$ cat config.mk
export PLATFORM = sky130hd
export DESIGN_NAME = bitrev_reorder_buffer
export DESIGN_NICKNAME = d
export VERILOG_FILES = /design/src/rtl/bitrev_pkg.sv /design/src/rtl/bit_reverse.sv /design/src/rtl/bitrev_reorder_buffer.sv
export SDC_FILE = /design/constraint.sdc
export NUM_CORES = 1
export LEC_CHECK = 0
export BUFFER_PORTS_ARGS = -buffer_cell sky130_fd_sc_hd__buf_4
export CORE_MARGIN = 2
export CORE_UTILIZATION = 47
export CTS_CLUSTER_SIZE = 40
export DETAILED_ROUTE_END_ITERATION = 12
export PLACE_DENSITY = 0.7
export SLEW_MARGIN = 25
export SYNTH_ARGS = -nofsm -noshare
export SYNTH_HDL_FRONTEND = slang
export SYNTH_SLANG_ARGS = --single-unit
export TNS_END_PERCENT = 30
$ cat constraint.sdc
create_clock -name clk -period 2.2 [get_ports clk]
set_clock_uncertainty 0.15 [all_clocks]
set_input_delay 0.44 -clock clk [delete_from_list [all_inputs] [get_ports clk]]
set_output_delay 0.44 -clock clk [all_outputs]
set_load 0.02 [all_outputs]
$ cat src/rtl/bitrev_pkg.sv
// Shared definitions for the bit-reversal reorder buffer.
package bitrev_pkg;

  typedef logic bank_sel_t;

  function automatic int frame_len(input int addr_width);
    return 1 << addr_width;
  endfunction

endpackage

$ cat src/rtl/bit_reverse.sv
// Mirrors the bit order of a word; pure combinational wiring.
module bit_reverse #(
  parameter int WORD_WIDTH = 3
) (
  input  logic [WORD_WIDTH-1:0] in_word,
  output logic [WORD_WIDTH-1:0] out_word
);

  // bit i of the input lands on bit WORD_WIDTH-1-i of the output
  always_comb begin
    out_word = '0;
    for (int i = 0; i < WORD_WIDTH; i++) begin
      out_word[WORD_WIDTH-1-i] = in_word[i];
    end
  end

endmodule

$ cat src/rtl/bitrev_reorder_buffer.sv
// Ping-pong frame buffer: frames are written in natural order into one bank
// while the other bank is read out in bit-reversed index order.
module bitrev_reorder_buffer
  import bitrev_pkg::*;
#(
  parameter int DATA_WIDTH = 16,
  parameter int ADDR_WIDTH = 3
) (
  input  logic                  clk,
  input  logic                  rst_n,
  input  logic                  flush,
  input  logic [DATA_WIDTH-1:0] s_data,
  input  logic                  s_valid,
  output logic                  s_ready,
  output logic [DATA_WIDTH-1:0] m_data,
  output logic                  m_valid,
  input  logic                  m_ready,
  output logic                  m_last,
  output logic [1:0]            frames_buffered
);

  localparam int N = frame_len(ADDR_WIDTH);
  localparam logic [ADDR_WIDTH-1:0] LAST = ADDR_WIDTH'(N - 1);

  logic [DATA_WIDTH-1:0] mem [2][N];
  logic [ADDR_WIDTH-1:0] wr_cnt;
  logic [ADDR_WIDTH-1:0] rd_cnt;
  logic [ADDR_WIDTH-1:0] rd_addr;
  bank_sel_t             wr_bank;
  bank_sel_t             rd_bank;
  logic [1:0]            full;
  logic [1:0]            full_nxt;
  logic                  wr_fire;
  logic                  rd_fire;
  logic                  wr_done;
  logic                  rd_done;

  bit_reverse #(.WORD_WIDTH(ADDR_WIDTH)) u_bit_reverse (
    .in_word  (rd_cnt),
    .out_word (rd_addr)
  );

  // Ready/valid come straight from the registered full flags, so there is
  // no combinational path from m_ready to s_ready.
  assign s_ready         = !full[wr_bank];
  assign m_valid         = full[rd_bank];
  assign m_data          = mem[rd_bank][rd_addr];
  assign m_last          = m_valid && (rd_cnt == LAST);
  assign frames_buffered = 2'(full[0]) + 2'(full[1]);

  assign wr_fire = s_valid && s_ready;
  assign rd_fire = m_valid && m_ready;
  assign wr_done = wr_fire && (wr_cnt == LAST);
  assign rd_done = rd_fire && (rd_cnt == LAST);

  // Frame-complete write and read always target different banks, so both
  // flag updates can apply together.
  always_comb begin
    full_nxt = full;
    if (wr_done) full_nxt[wr_bank] = 1'b1;
    if (rd_done) full_nxt[rd_bank] = 1'b0;
  end

  // Counters, bank pointers and full flags; flush overrides any handshake.
  always_ff @(posedge clk or negedge rst_n) begin
    if (!rst_n) begin
      wr_cnt  <= '0;
      rd_cnt  <= '0;
      wr_bank <= 1'b0;
      rd_bank <= 1'b0;
      full    <= '0;
    end else if (flush) begin
      wr_cnt  <= '0;
      rd_cnt  <= '0;
      wr_bank <= 1'b0;
      rd_bank <= 1'b0;
      full    <= '0;
    end else begin
      if (wr_fire) begin
        wr_cnt <= wr_done ? '0 : wr_cnt + ADDR_WIDTH'(1);
        if (wr_done) wr_bank <= ~wr_bank;
      end
      if (rd_fire) begin
        rd_cnt <= rd_done ? '0 : rd_cnt + ADDR_WIDTH'(1);
        if (rd_done) rd_bank <= ~rd_bank;
      end
      full <= full_nxt;
    end
  end

  // Sample storage; cleared only by reset, flush leaves contents in place.
  always_ff @(posedge clk or negedge rst_n) begin
    if (!rst_n) begin
      for (int b = 0; b < 2; b++) begin
        for (int i = 0; i < N; i++) begin
          mem[b][i] <= '0;
        end
      end
    end else if (wr_fire && !flush) begin
      mem[wr_bank][wr_cnt] <= s_data;
    end
  end

endmodule

==> Yosys cells after proc, flatten, opt, wreduce, memory -nomap -nowiden <==
Index checks and enable logic that the tools add are counted.
{ "totals": {"ff_bits": 266, "input_bits": 21} }
{ "classes": {"addsub": 3, "n_lt_le_gt_ge": 10, "eq_ne": 2, "mux": 34, "bitwise": 9, "reduce_logical": 18} }
{ "ops": {"columns": ["op", "count"], "rows": [
  ["128-bit two-way mux", 4],
  ["256-bit bitwise mux", 1],
  ["128-bit demux with 1-bit select", 1],
  ["16-bit binary-select mux with 3-bit select", 1],
  ["16-bit demux with 3-bit select", 1],
  ["16-bit two-way mux", 3],
  ["3-bit two-way mux", 6],
  ["1-bit two-way mux", 12],
  ["1-bit logical AND", 10],
  ["4-bit greater-or-equal comparator, second input constant", 2],
  ["3-bit inverter with 4-bit output", 2],
  ["2-bit nonzero test", 4],
  ["3-bit by 1-bit adder with 3-bit output, second input constant", 2],
  ["3-bit equality test, second input constant", 2],
  ["2-bit two-way mux", 3],
  ["2-bit greater-or-equal comparator, second input constant", 2],
  ["1-bit by 2-bit less-than comparator with 1-bit output, second input constant", 2],
  ["4-bit by 1-bit less-than comparator with 1-bit output, second input constant", 1],
  ["1-bit inverter with 2-bit output", 2],
  ["2-bit AND reduction", 2],
  ["1-bit by 1-bit adder with 2-bit output", 1],
  ["2-bit bitwise AND", 1],
  ["1-bit demux with 1-bit select", 2],
  ["1-bit greater-or-equal comparator, second input constant", 2],
  ["other kinds (5)", 7]
]} }

==> Depth between registers and ports, before layout <==
Gate-level depths: netlist of the first run.
{ "depth": {"depth_word": 9, "depth_mapped": 7} }

==> By module <==
From an unflattened synthesis of the first run, not the netlist that was laid out.
{ "hier_totals": {"hier_cells": 774, "area_unflattened_um2": 12140.4} }
{ "modules_own_cells": {"columns": ["mod", "n_inst", "cells_each", "area_each_um2"], "rows": [
  ["bitrev_reorder_buffer", 1, 771, 12117.9],
  ["bit_reverse", 1, 3, 22.5]
]} }

==> Least setup slack after synthesis of the first run <==
No wires, ideal clock.
{ "synth_timing": {"path_kind": "register -> output", "from": "register rd_bank", "to": "output port m_data[5]", "arrival_ns": 1.715, "required_time_ns": 1.610, "path_slack_ns": -0.105, "stages_incl_launch_ff": 7, "path_cell_list": "dfrtp_1 > clkbuf_1 > buf_4 > buf_4 > mux4_2 > a22oi_1 > nand2_1"} }
{ "synth_between": {"elab_chain_len": 7} }
{ "synth_lines": {"columns": ["item", "line_no", "text"], "rows": [
  ["start: declaration", "bitrev_reorder_buffer.sv:30", "bank_sel_t rd_bank;"],
  ["start signal: assignment", "bitrev_reorder_buffer.sv:85", "if (rd_done) rd_bank <= ~rd_bank;"],
  ["1-bit inverter with 2-bit output (not written as such)", "bitrev_reorder_buffer.sv:47", "assign m_data = mem[rd_bank][rd_addr];"],
  ["128-bit two-way mux (not written as such) (3 in a row)", "bitrev_reorder_buffer.sv:47", null],
  ["16-bit binary-select mux with 3-bit select", "bitrev_reorder_buffer.sv:47", null],
  ["16-bit two-way mux (not written as such) (2 in a row)", "bitrev_reorder_buffer.sv:47", null],
  ["end: declaration", "bitrev_reorder_buffer.sv:15", "output logic [DATA_WIDTH-1:0] m_data,"]
]} }
Every way passes these cells. The select of a mux whose other input is x is not followed.

==> Final worst setup path of the first run <==
{ "layout_timing": {"from": "register rd_bank", "to": "output port m_data[8]"} }
Same word-level chain as after synthesis.

==> flow_summary.rst, run 1 <==
.. list-table::
   :header-rows: 1

   * - Metric
     - Value
   * - Run status
     - complete, but fails checks
   * - Violations in the final reports
     - negative setup slack
   * - Filler cell count in the final layout
     - about 1800
   * - Number of distinct library cells after synthesis
     - 33
   * - TritonCTS Sinks
     - approximately 270
   * - Clock-pin slew on the worst setup and hold paths
     - 0.06 ns
   * - Crit path buf inv count
     - 3
   * - Total Negative Setup Slacks
     - -10.85 ns
   * - Die H
     - 165.1 um
   * - Worst Hold Depth
     - 3
   * - Count of endpoints failing setup in the final report
     - 18
   * - Slowest cell on the critical path
     - mux4_2
   * - Min setup slack post-route
     - -0.6740 ns
   * - CP top delay family
     - multiplexers
   * - DP Area
     - 13270 sq um
   * - GRT Overall Usage
     - 0.2277
   * - Clock buffer count from CTS
     - 27
   * - Crit path largest cell delay
     - 0.51 ns
   * - Static leakage
     - about 6.8 nW
   * - Final Critical Period
     - roughly 2.9 ns
   * - Pre-Repair DR Iteration Count
     - 4
   * - Area growth syn-to-layout
     - 20.68%
   * - Gate count of the mapped netlist
     - 770
   * - Final Wtd Congestion
     - 0.7603
   * - Category of the most critical setup path
     - reg2out
   * - Synth Flop Type
     - dfrtp_1
   * - DR vias/cell
     - 5.984
   * - Setup slack, reg-to-reg
     - 0.22 ns
   * - Worst-margin pin slew
     - 0.7645 ns
   * - WP depth
     - 6
   * - Routed Antenna Nets
     - 0
   * - Endpoint type of the worst setup path
     - output pin
   * - Required @ worst endpoint
     - 1.61 ns
   * - CTS tree
     - done
   * - Share of the cycle needed by the critical path after routing
     - 1.306
   * - Number of antenna violations at the first check in global routing
     - 2
   * - Mapped Nets
     - 796
   * - Root buffer cell
     - clkbuf_16
   * - Slew Viols, Final
     - 0
   * - Initial DRC count
     - between 500 and 600
   * - Initial Util
     - 0.4815
   * - Unrepaired setup endpoints after global routing
     - true
   * - Estimated wirelength of the detail-placed design
     - 18480 um
   * - Relative max-transition margin
     - 0.4893
   * - Port Buffer Count
     - approximately 40
   * - Via count of the first global-routing pass
     - ~7900
   * - Detailed Route WL
     - 30330 um
   * - FMAX
     - 347.9 MHz
   * - Type of the most critical hold path
     - in2reg
   * - Cell row count
     - 58
   * - Worst ir drop on vdd
     - 0.0005304 V
   * - Number of standard cells in the layout, taps in and fillers out
     - 1197
   * - Worst Reg2Reg Path Length in Cells
     - 5
   * - Die Footprint
     - 27250 sq um
   * - NumNets Final
     - ~870
   * - Yosys synthesis warning count
     - 0
   * - Netlist Area Pre-Place
     - between 10000 and 15000 sq um
   * - Ports
     - 42
   * - Top cells by area, synth
     - dfrtp_1 (55%), mux2_2 (24%), mux4_2 (12%)
   * - Average instance area after synthesis
     - ~16 sq um
   * - Cell type with the largest total area after synthesis
     - dfrtp_1
   * - Core Box Area
     - 25330 sq um
   * - Worst path arrival time
     - 2.28 ns
   * - Average routed wire per standard cell
     - 25.34 um
   * - Number of flops mapped to enable cells by yosys
     - 0
   * - Via count of the routed design
     - 7163
   * - Placed Instances
     - between 1000 and 1500
   * - Chip width
     - 165.1 um
   * - CTS max path bufs
     - 3
   * - Flops & latches, synth
     - 266
   * - Max Fanout on Critical Path
     - 8
   * - Number of DRC violations after detailed routing
     - 0
   * - Share of the synthesized area in the top cell type
     - 0.5459
   * - Endpoints failing hold
     - 0
   * - Largest net degree at the start of global routing
     - 69
   * - Number of max-cap violations
     - 0
   * - Critical Path, Cell by Cell
     - buf_12 -> buf_16 -> mux4_2 -> a22oi_2 -> nand2_2 -> buf_6
   * - H-tree levels
     - 1
   * - Register area share after synthesis
     - 0.5459
   * - Global-route wire length before repair
     - 46470 um
   * - Power per unit of standard cell area
     - 777.5 nW/um^2
   * - Clock insertion delay at the later pin of the skew report
     - 0.54 ns
   * - Grt total ovfl
     - 0
   * - Finished Cell Area
     - 14720 sq um
   * - Worst Setup Start Kind
     - flop
   * - Share of cells above drive strength 1
     - 0.6150
   * - Synth async-reset ratio
     - 1.000
sequential cells by signal, summed over array words and instances, names as in the netlist:
signal   count
wr_cnt       3
mem        256
rd_cnt       3
wr_bank      1
rd_bank      1
full         2
per-stage QoR:
step / power, mW / setup WS [ns] / hold slack (ns) / utilization
6_report: 11.44 / -0.6740 / 0.08264 / 0.5810
5_1_grt: 11.86 / -0.7350 / 0.06764 / 0.5808
4_1_cts: 11.47 / -0.7121 / 0.06861 / 0.5697
3_5_place_dp: 6.666 / -0.1821 / 0.3064 / 0.5240
3_3_place_gp: 6.583 / -0.2072 / 0.3035 / 0.5240
2_1_floorplan: 6.176 / 0.02938 / -0.005591 / -
worst min-delay path: stages:
cell and delay (ns):
buf_4 0.14, nand4b_1 0.08, a21oi_1 0.06
path summary, 6_finish.rpt:
check | startpoint | to
setup / recovery | rd_bank$_DFFE_PN0P_ | m_data[8]
hold / removal | m_ready | rd_bank$_DFFE_PN0P_
setup reg to reg | wr_cnt[0]$_DFFE_PN0P_ | mem[20]$_DFFE_PN0P_
hold reg to reg | mem[204]$_DFFE_PN0P_ | mem[204]$_DFFE_PN0P_
max in group asynchronous | rst_n | mem[222]$_DFFE_PN0P_
min in group asynchronous | rst_n | mem[65]$_DFFE_PN0P_
what timing repair did:
item,4_1_cts,5_1_grt
gates cloned,1,4
setup endpoints to repair,19,34
hold buffers,2,0
pin swaps,15,13
resized for setup,38,28
hold endpoints to repair,61,0
buffers inserted,3,6
report_power, final:
group | internal [mW] | switching [mW]
clock network | 2.90 | 1.85
logic | 0.728 | 0.593
registers | 5.21 | 0.162
total | 8.83 | 2.61
layout by cell type, fill, tap and decap left out, drive strengths merged, types with 5 or more instances in the layout:
| master | count |
|---|---|
| nand2 | 20 |
| inv | 5 |
| a22oi | 32 |
| mux4 | 64 |
| clkbuf | 44 |
| a21oi | 9 |
| o21ai | 8 |
| buf | 103 |
| mux2 | 257 |
| nand3 | 12 |
| dfrtp | 266 |
| ha | 5 |
| nor2b | 5 |
cell families after synthesis:
| kind of cell | share of synthesized area |
|---|---|
| buffers and inverters | 0.03150 |
| AND/OR/NAND/NOR | 0.03314 |
| multiplexers | 0.3564 |
| adder cells (fa/ha/maj) | 0.005130 |
| flip-flops | 0.5459 |
| AO/OA/AOI/OAI | 0.02801 |
layer usage:
metal  global-route usage  part of all wire
met2               0.3678              0.50
met4              0.05929             0.019
met1               0.3229              0.43
met3              0.03896             0.057
met5                    0                 0
cell type report:
cell class              count  area (sq um)  share of cell area
diodes                      2         5.005           0.0003401
clock inverters             9         148.9             0.01012
well taps                 330         412.9             0.02806
inverters                   4         15.01            0.001020
flip-flops and latches    266          6665              0.4529
multi-input cells         437          5353              0.3637
repair buffers            109          1341             0.09115
clock buffers              40         774.5             0.05263
Yosys cell counts, types with 2 or more instances:
cell        n
a21oi_1     9
a22oi_1    32
and2_1      2
and3_1      3
buf_2      10
buf_4      10
buf_6      11
clkbuf_1   31
dfrtp_1   266
ha_1        5
inv_1       4
mux2_2    257
mux4_2     64
nand2_1    20
nand3_1     3
nand3_2     9
nand4b_1    4
nor2_1      3
nor2b_1     5
o21ai_0     8
or4_1       2
Note: power is estimated with default switching activity, not from simulation.
==> inputs of run 2 (changes only) <==
--- a/config.mk
+++ b/config.mk
@@ -8,6 +8,7 @@
 export BUFFER_PORTS_ARGS = -buffer_cell sky130_fd_sc_hd__buf_4
 export CORE_MARGIN = 2
 export CORE_UTILIZATION = 47
+export CTS_BUF_LIST = sky130_fd_sc_hd__clkbuf_16
 export CTS_CLUSTER_SIZE = 40
 export DETAILED_ROUTE_END_ITERATION = 12
 export PLACE_DENSITY = 0.7
==> run 2 against run 1 <==
Against the previous run:
- the run still ends with negative setup slack left
- first-iteration DRC count shrank 5.6%
- via count grew 0.21%
- maximum frequency shrank 0.34%
- final cell count shrank 0.25%
- global-route usage grew 0.089 points
- power shrank 2.2%
- sequential cell count is the same
- largest cell class unchanged
==> flow_summary.rst, run 2 (same netlist as run 1, synthesis figures left out) <==
.. list-table::
   :header-rows: 1

   * - Metric
     - Value
   * - Commonest non-fill, non-tap cell in the layout
     - dfrtp_1
   * - Ports
     - 42 (unchanged)
   * - Via count of the first global-routing pass
     - 7842 (-0.33%)
   * - Layer carrying the most global-route usage
     - met2
   * - Average routed wire per standard cell
     - 25.14 um (-0.77%)
   * - Unrepaired setup endpoints after global routing
     - true
   * - Run status
     - complete, but fails checks
   * - Count of endpoints failing setup in the final report
     - 18 (unchanged)
   * - Final Wtd Congestion
     - 0.7603 (unchanged)
   * - Violations in the final reports
     - negative setup slack
   * - Endpoint of the worst register-to-register path
     - mem[20]$_DFFE_PN0P_
   * - Worst ir drop on vdd
     - 0.0005361 V (+1.1%)
   * - Top reg by flops
     - mem
   * - Worst Hold Margin
     - 0.08566 ns (+0.003017 ns)
   * - Share of cells above drive strength 1
     - 0.6060 (-0.009003)
   * - Switch share
     - 0.2303 (+0.002275)
   * - Net switching power
     - 2.576 mW (-1.3%)
   * - Max Fanout on Critical Path
     - 15 (+7)
   * - Endpoints failing hold
     - 0 (unchanged)
   * - GRT Overall Usage
     - 0.2286 (+0.0008897)
   * - Relative max-transition margin
     - 0.5323 (+0.04301)
   * - Area growth syn-to-layout
     - 19.51%
   * - GR Layer Usage met1
     - 0.3218 (-0.001132)
   * - Largest register FFs
     - 256 (unchanged)
   * - Estimated wirelength of the detail-placed design
     - 18480 um (unchanged)
   * - Static leakage
     - 6.794 nW (-0.39%)
   * - Clock-pin slew on the worst setup and hold paths
     - 0.06 ns (about the same)
   * - Power per unit of standard cell area
     - 767.5 nW/um^2 (-1.3%)
   * - Clock insertion delay at the later pin of the skew report
     - 0.53 ns (about the same)
   * - Cell row count
     - 58 (unchanged)
   * - Worst Hold Depth
     - 3 (unchanged)
   * - NumNets Final
     - 869 (-0.23%)
   * - H-tree levels
     - 1 (unchanged)
   * - Die Footprint
     - 27250 sq um (unchanged)
   * - Global-route wire length before repair
     - 46520 um (+0.10%)
   * - Worst setup timing slack at the placement stage
     - -0.1821 ns (unchanged)
   * - Number of max-cap violations
     - 0 (unchanged)
   * - Share of the cycle needed by the critical path after routing
     - 1.311 (+0.004414)
   * - Setup slack, reg-to-reg
     - 0.23 ns (about the same)
   * - Via count of the routed design
     - 7178 (+0.21%)
   * - Launch point of the critical path
     - rd_bank$_DFFE_PN0P_
   * - Initial Util
     - 0.4815 (unchanged)
   * - FMAX
     - 346.8 MHz (-0.34%)
   * - Chip width
     - 165.1 um (unchanged)
   * - Final Critical Period
     - 2.884 ns (+0.009711 ns)
   * - DR vias/cell
     - 6.012 (+0.46%)
   * - Met3 routing resource usage after global routing
     - 0.04196 (+0.002997)
   * - Part of the total power dissipated in sequential elements
     - 0.480 (+0.011)
   * - Endpoint type of the worst setup path
     - output pin
   * - Min setup slack post-route
     - -0.6837 ns (-0.009711 ns)
   * - Grt total ovfl
     - 0 (unchanged)
   * - Type of the most critical hold path
     - in2reg
   * - TritonCTS Sinks
     - 266 (unchanged)
   * - Regs by FF count
     - mem (256), rd_cnt (3), wr_cnt (3)
   * - Die H
     - 165.1 um (unchanged)
   * - CTS max path bufs
     - 3 (unchanged)
   * - Root buffer cell
     - clkbuf_16
   * - Clock buffer count from CTS
     - 27 (unchanged)
   * - Detailed Route WL
     - 30020 um (-1.0%)
   * - Startpoint of the worst register-to-register path
     - wr_cnt[0]$_DFFE_PN0P_
   * - CTS tree
     - done
   * - Slew Viols, Final
     - 0 (unchanged)
   * - Core Box Area
     - 25330 sq um (unchanged)
   * - Critical path endpoint
     - m_data[8]
   * - Grt met2 use
     - 0.3693 (+0.001515)
   * - Port Buffer Count
     - 41 (unchanged)
   * - Number of antenna violations at the first check in global routing
     - 2 (unchanged)
   * - Category of the most critical setup path
     - reg2out
   * - Worst Setup Start Kind
     - flop
   * - Filler cell count in the final layout
     - 1857 (+0.43%)
   * - Worst-margin pin slew
     - 0.7001 ns (-0.06437 ns)
   * - Pre-Repair DR Iteration Count
     - 4 (unchanged)
   * - Largest net degree at the start of global routing
     - 69 (unchanged)
   * - Worst path arrival time
     - 2.29 ns (about the same)
   * - Most frequent cells in the layout
     - dfrtp_1 (261), mux2_2 (256), mux4_2 (64), buf_4 (59), clkbuf_16 (29)
   * - Initial DRC count
     - 491 (-5.6%)
   * - Number of DRC violations after detailed routing
     - 0 (unchanged)
   * - Required @ worst endpoint
     - 1.61 ns (about the same)
   * - Worst Reg2Reg Path Length in Cells
     - 5 (unchanged)
   * - Clk pwr share
     - 0.404 (-0.011)
   * - Cell-internal power
     - 8.608 mW (-2.5%)
   * - Part of the power in combinational logic
     - 0.116 (about the same)
   * - Routed Antenna Nets
     - 0 (unchanged)
   * - Start point of the worst min-delay path
     - m_ready
run 2: changes by cell type in the layout (fill, tap and decap cells not counted), moves of 3 or more:
| cell | previous run | this run |
|---|---|---|
| buf_6 | 20 | 15 |
| clkbuf_8 | 5 | 0 |
| a22oi_2 | 28 | 25 |
| a22oi_1 | 4 | 7 |
| clkbuf_1 | 8 | 0 |
| inv_1 | 2 | 10 |
| buf_4 | 54 | 59 |
| clkinv_1 | 0 | 5 |
run 2: layer usage:
| layer | routed length [um] | up-vias |
|---|---|---|
| li1 | - | 3041 |
| met1 | 12750 | 3872 |
| met4 | 648 | 2 |
| met3 | 1833 | 53 |
| met5 | 14 | - |
| met2 | 14770 | 210 |
run 2: what timing repair did:
item	in CTS	in global routing
pin swaps	15	8
setup buffers	3	6
cloned	1	2
setup endpoints to repair	19	35
hold buffers	2	0
resized for setup	38	20
hold endpoints to repair	61	0
run 2: critical path, cell delays in order (launching register included):
cell and delay [ns]:
dfrtp_4 0.44, buf_12 0.14, buf_16 0.18, mux4_2 0.52
a22oi_2 0.23, nand2_2 0.09, buf_4 0.16
run 2: power groups by stage:
stage	Sequential [mW]	Combinational, mW	Clock (mW)
after floorplan	5.39	0.784	0
after global placement	5.42	1.17	0
after detailed placement	5.45	1.21	0
after CTS	5.37	1.28	4.61
after global routing	5.41	1.39	4.81
final	5.37	1.30	4.51
run 2: worst min path at each step:
stage                          end  slack [ns]
5_1_grt        rd_bank$_DFFE_PN0P_        0.07
3_5_place_dp   mem[65]$_DFFE_PN0P_        0.31
2_1_floorplan    full[0]$_DFF_PN0_      -0.006
4_1_cts        rd_bank$_DFFE_PN0P_        0.07
3_3_place_gp   mem[65]$_DFFE_PN0P_        0.30
6_report       rd_bank$_DFFE_PN0P_        0.09
run 2: cell type report:
cell class / instances / area, sq um / share of cell area
Multi-Input combinational cell: 437 / 5339 / 0.3664
Clock buffer: 27 / 675.6 / 0.04636
Sequential cell: 266 / 6665 / 0.4574
Tap cell: 330 / 412.9 / 0.02833
Clock inverter: 22 / 197.7 / 0.01357
Timing Repair Buffer: 107 / 1265 / 0.08680
Inverter: 4 / 15.01 / 0.001030
Antenna cell: 1 / 2.502 / 0.0001717
run 2: per-stage QoR:
| stage | total power [mW] | util | setup TNS [ns] | instances | area (sq um) |
|---|---|---|---|---|---|
| 2_1_floorplan | 6.176 | - | 0 | 770 | 12240 |
| 3_3_place_gp | 6.583 | 0.5240 | -2.355 | 1131 | 13270 |
| 3_5_place_dp | 6.666 | 0.5240 | -2.255 | 1131 | 13270 |
| 4_1_cts | 11.26 | 0.5677 | -11.26 | 1186 | 14380 |
| 5_1_grt | 11.61 | 0.5753 | -12.07 | 1193 | 14570 |
| 6_report | 11.18 | 0.5754 | -10.88 | 1194 | 14570 |
==> inputs of run 3 (changes only) <==
--- a/config.mk
+++ b/config.mk
@@ -12,6 +12,7 @@
 export CTS_CLUSTER_SIZE = 40
 export DETAILED_ROUTE_END_ITERATION = 12
 export PLACE_DENSITY = 0.7
+export SKIP_LAST_GASP = 1
 export SLEW_MARGIN = 25
 export SYNTH_ARGS = -nofsm -noshare
 export SYNTH_HDL_FRONTEND = slang
==> run 3 against run 2 <==
Against the previous run:
- the run still ends with negative setup slack left
- core utilization decreased by 0.17 points
- maximum frequency increased by 0.36%
- worst hold slack got worse by 0.065 ns
- sequential power about the same
- critical path type unchanged
- largest cell class unchanged
- highest routed layer unchanged
==> flow_summary.rst, run 3 (same netlist as run 1, synthesis figures left out) <==
.. list-table::
   :header-rows: 1

   * - Metric
     - Value
   * - Endpoint type of the worst setup path
     - output pin
   * - Clock-pin slew on the worst setup and hold paths
     - 0.06 ns (about the same)
   * - Static leakage
     - 6.782 nW (-0.19%)
   * - Number of DRC violations after detailed routing
     - 0 (unchanged)
   * - Worst Reg2Reg Path Length in Cells
     - 5 (unchanged)
   * - Final Critical Period
     - 2.873 ns (-0.01034 ns)
   * - Max Fanout on Critical Path
     - 6 (-9)
   * - Initial Util
     - 0.4815 (unchanged)
   * - Ports
     - 42 (unchanged)
   * - Category of the most critical setup path
     - reg2out
   * - Estimated wirelength of the detail-placed design
     - 18480 um (unchanged)
   * - Worst ir drop on vdd
     - 0.0005366 V (about the same)
   * - Via count of the first global-routing pass
     - 7837 (-0.064%)
   * - Average routed wire per standard cell
     - 25.23 um (+0.34%)
   * - H-tree levels
     - 1 (unchanged)
   * - Total Negative Setup Slacks
     - -11.26 ns (-0.3881 ns)
   * - Largest net degree at the start of global routing
     - 69 (unchanged)
   * - Critical path endpoint
     - m_data[9]
   * - GRT Overall Usage
     - 0.2275 (-0.001096)
   * - Pre-Repair DR Iteration Count
     - 4 (unchanged)
   * - Startpoint of the worst register-to-register path
     - wr_cnt[0]$_DFFE_PN0P_
   * - DR vias/cell
     - 5.982 (-0.50%)
   * - Run status
     - complete, but fails checks
   * - Commonest non-fill, non-tap cell in the layout
     - dfrtp_1
   * - Worst Setup Start Kind
     - flop
   * - Clock buffer count from CTS
     - 27 (unchanged)
   * - Power per unit of standard cell area
     - 769.0 nW/um^2 (+0.20%)
   * - Endpoints failing hold
     - 0 (unchanged)
   * - Port Buffer Count
     - 41 (unchanged)
   * - Initial DRC count
     - 495 (+0.81%)
   * - Die H
     - 165.1 um (unchanged)
   * - Required @ worst endpoint
     - 1.61 ns (about the same)
   * - Launch point of the critical path
     - rd_bank$_DFFE_PN0P_
   * - Cell row count
     - 58 (unchanged)
   * - Share of the cycle needed by the critical path after routing
     - 1.306 (-0.004702)
   * - Area growth syn-to-layout
     - 19.15%
   * - Relative max-transition margin
     - 0.5077 (-0.02460)
   * - Chip width
     - 165.1 um (unchanged)
   * - FMAX
     - 348.0 MHz (+0.36%)
   * - Most frequent cells in the layout
     - dfrtp_1 (264), mux2_2 (257), buf_4 (66), mux4_2 (64), clkbuf_16 (31)
   * - Min setup slack post-route
     - -0.6734 ns (+0.01034 ns)
   * - NumNets Final
     - 866 (-0.35%)
   * - CTS tree
     - done
   * - Regs by FF count
     - mem (256), rd_cnt (3), wr_cnt (3)
   * - Worst Hold Margin
     - 0.02104 ns (-0.06461 ns)
   * - Grt total ovfl
     - 0 (unchanged)
   * - Endpoint of the worst register-to-register path
     - mem[20]$_DFFE_PN0P_
   * - Largest register FFs
     - 256 (unchanged)
   * - Worst path arrival time
     - 2.28 ns (about the same)
   * - Number of antenna violations at the first check in global routing
     - 2 (unchanged)
   * - Via count of the routed design
     - 7124 (-0.75%)
   * - Clock insertion delay at the later pin of the skew report
     - 0.53 ns (about the same)
   * - Root buffer cell
     - clkbuf_16
   * - Slew Viols, Final
     - 0 (unchanged)
   * - Routed Antenna Nets
     - 0 (unchanged)
   * - TritonCTS Sinks
     - 266 (unchanged)
   * - Unrepaired setup endpoints after global routing
     - true
   * - Setup slack, reg-to-reg
     - 0.15 ns (-0.08 ns)
   * - Die Footprint
     - 27250 sq um (unchanged)
   * - Type of the most critical hold path
     - in2reg
   * - Violations in the final reports
     - negative setup slack
   * - Final Wtd Congestion
     - 0.7603 (unchanged)
   * - Number of max-cap violations
     - 0 (unchanged)
   * - Share of cells above drive strength 1
     - 0.5988 (-0.007188)
   * - Core Box Area
     - 25330 sq um (unchanged)
   * - Top reg by flops
     - mem
   * - Worst-margin pin slew
     - 0.7369 ns (+0.03683 ns)
   * - Global-route wire length before repair
     - 46310 um (-0.46%)
   * - Count of endpoints failing setup in the final report
     - 19 (+1)
   * - CTS max path bufs
     - 3 (unchanged)
   * - Detailed Route WL
     - 30050 um (about the same)
## run 3: worst min-delay path by stage
stage,to,from,depth (start not counted),slack (ns)
floorplan,full[0]$_DFF_PN0_,rst_n,0,-0.006
detailed placement,mem[65]$_DFFE_PN0P_,rst_n,1,0.31
global placement,mem[65]$_DFFE_PN0P_,rst_n,1,0.30
finish,wr_cnt[0]$_DFFE_PN0P_,flush,2,0.02
global route,wr_bank$_DFFE_PN0P_,flush,2,0.03
CTS,wr_bank$_DFFE_PN0P_,flush,2,0.0002
## run 3: layout make-up
class | count | area (sq um)
fill | 1870 | 10800
sequential | 266 | 6661
multi-input combinational | 437 | 5331
timing repair buffer | 104 | 1232
clock buffer | 27 | 675.6
tap | 330 | 412.9
clock inverter | 22 | 197.7
inverter | 4 | 15.01
antenna | 1 | 2.502
## run 3: per-layer routing
layer | share of wire | up-vias | track usage
li1 | - | 3032 | -
met1 | 0.42 | 3830 | 0.3179
met2 | 0.49 | 203 | 0.3670
met3 | 0.063 | 57 | 0.04496
met4 | 0.023 | 2 | 0.06166
met5 | 0.00047 | - | 0
## run 3: where the power goes
group	switching, mW	leakage [nW]	internal [mW]
logic	0.584	2.70	0.701
registers	0.162	3.62	5.21
clock network	1.83	0.460	2.68
total	2.58	6.78	8.59
## run 3: per-stage QoR
stage	total power, mW	setup slack [ns]	area [sq um]	util	std cells
after floorplan	6.176	0.02938	12240	-	770
after global placement	6.583	-0.2072	13270	0.5240	1131
after detailed placement	6.666	-0.1821	13270	0.5240	1131
after CTS	11.22	-0.7185	14270	0.5633	1185
after global routing	11.60	-0.7244	14530	0.5736	1190
final	11.17	-0.6734	14530	0.5737	1191
## run 3: worst max-delay path: stages, from the launching register on
cell and delay (ns):
dfrtp_4 0.50, buf_12 0.15, buf_12 0.14, buf_4 0.13, mux4_2 0.44, a22oi_2 0.15
nand2_1 0.10, buf_6 0.14
## run 3: what timing repair did
action / CTS / global route
buffers inserted: 3 / 2
endpoints found under the hold margin: 59 / 0
cloned: 1 / 4
hold buffers: 1 / 0
pin swaps: 1 / 16
gates resized for setup: 11 / 30
endpoints found under the setup margin: 19 / 19
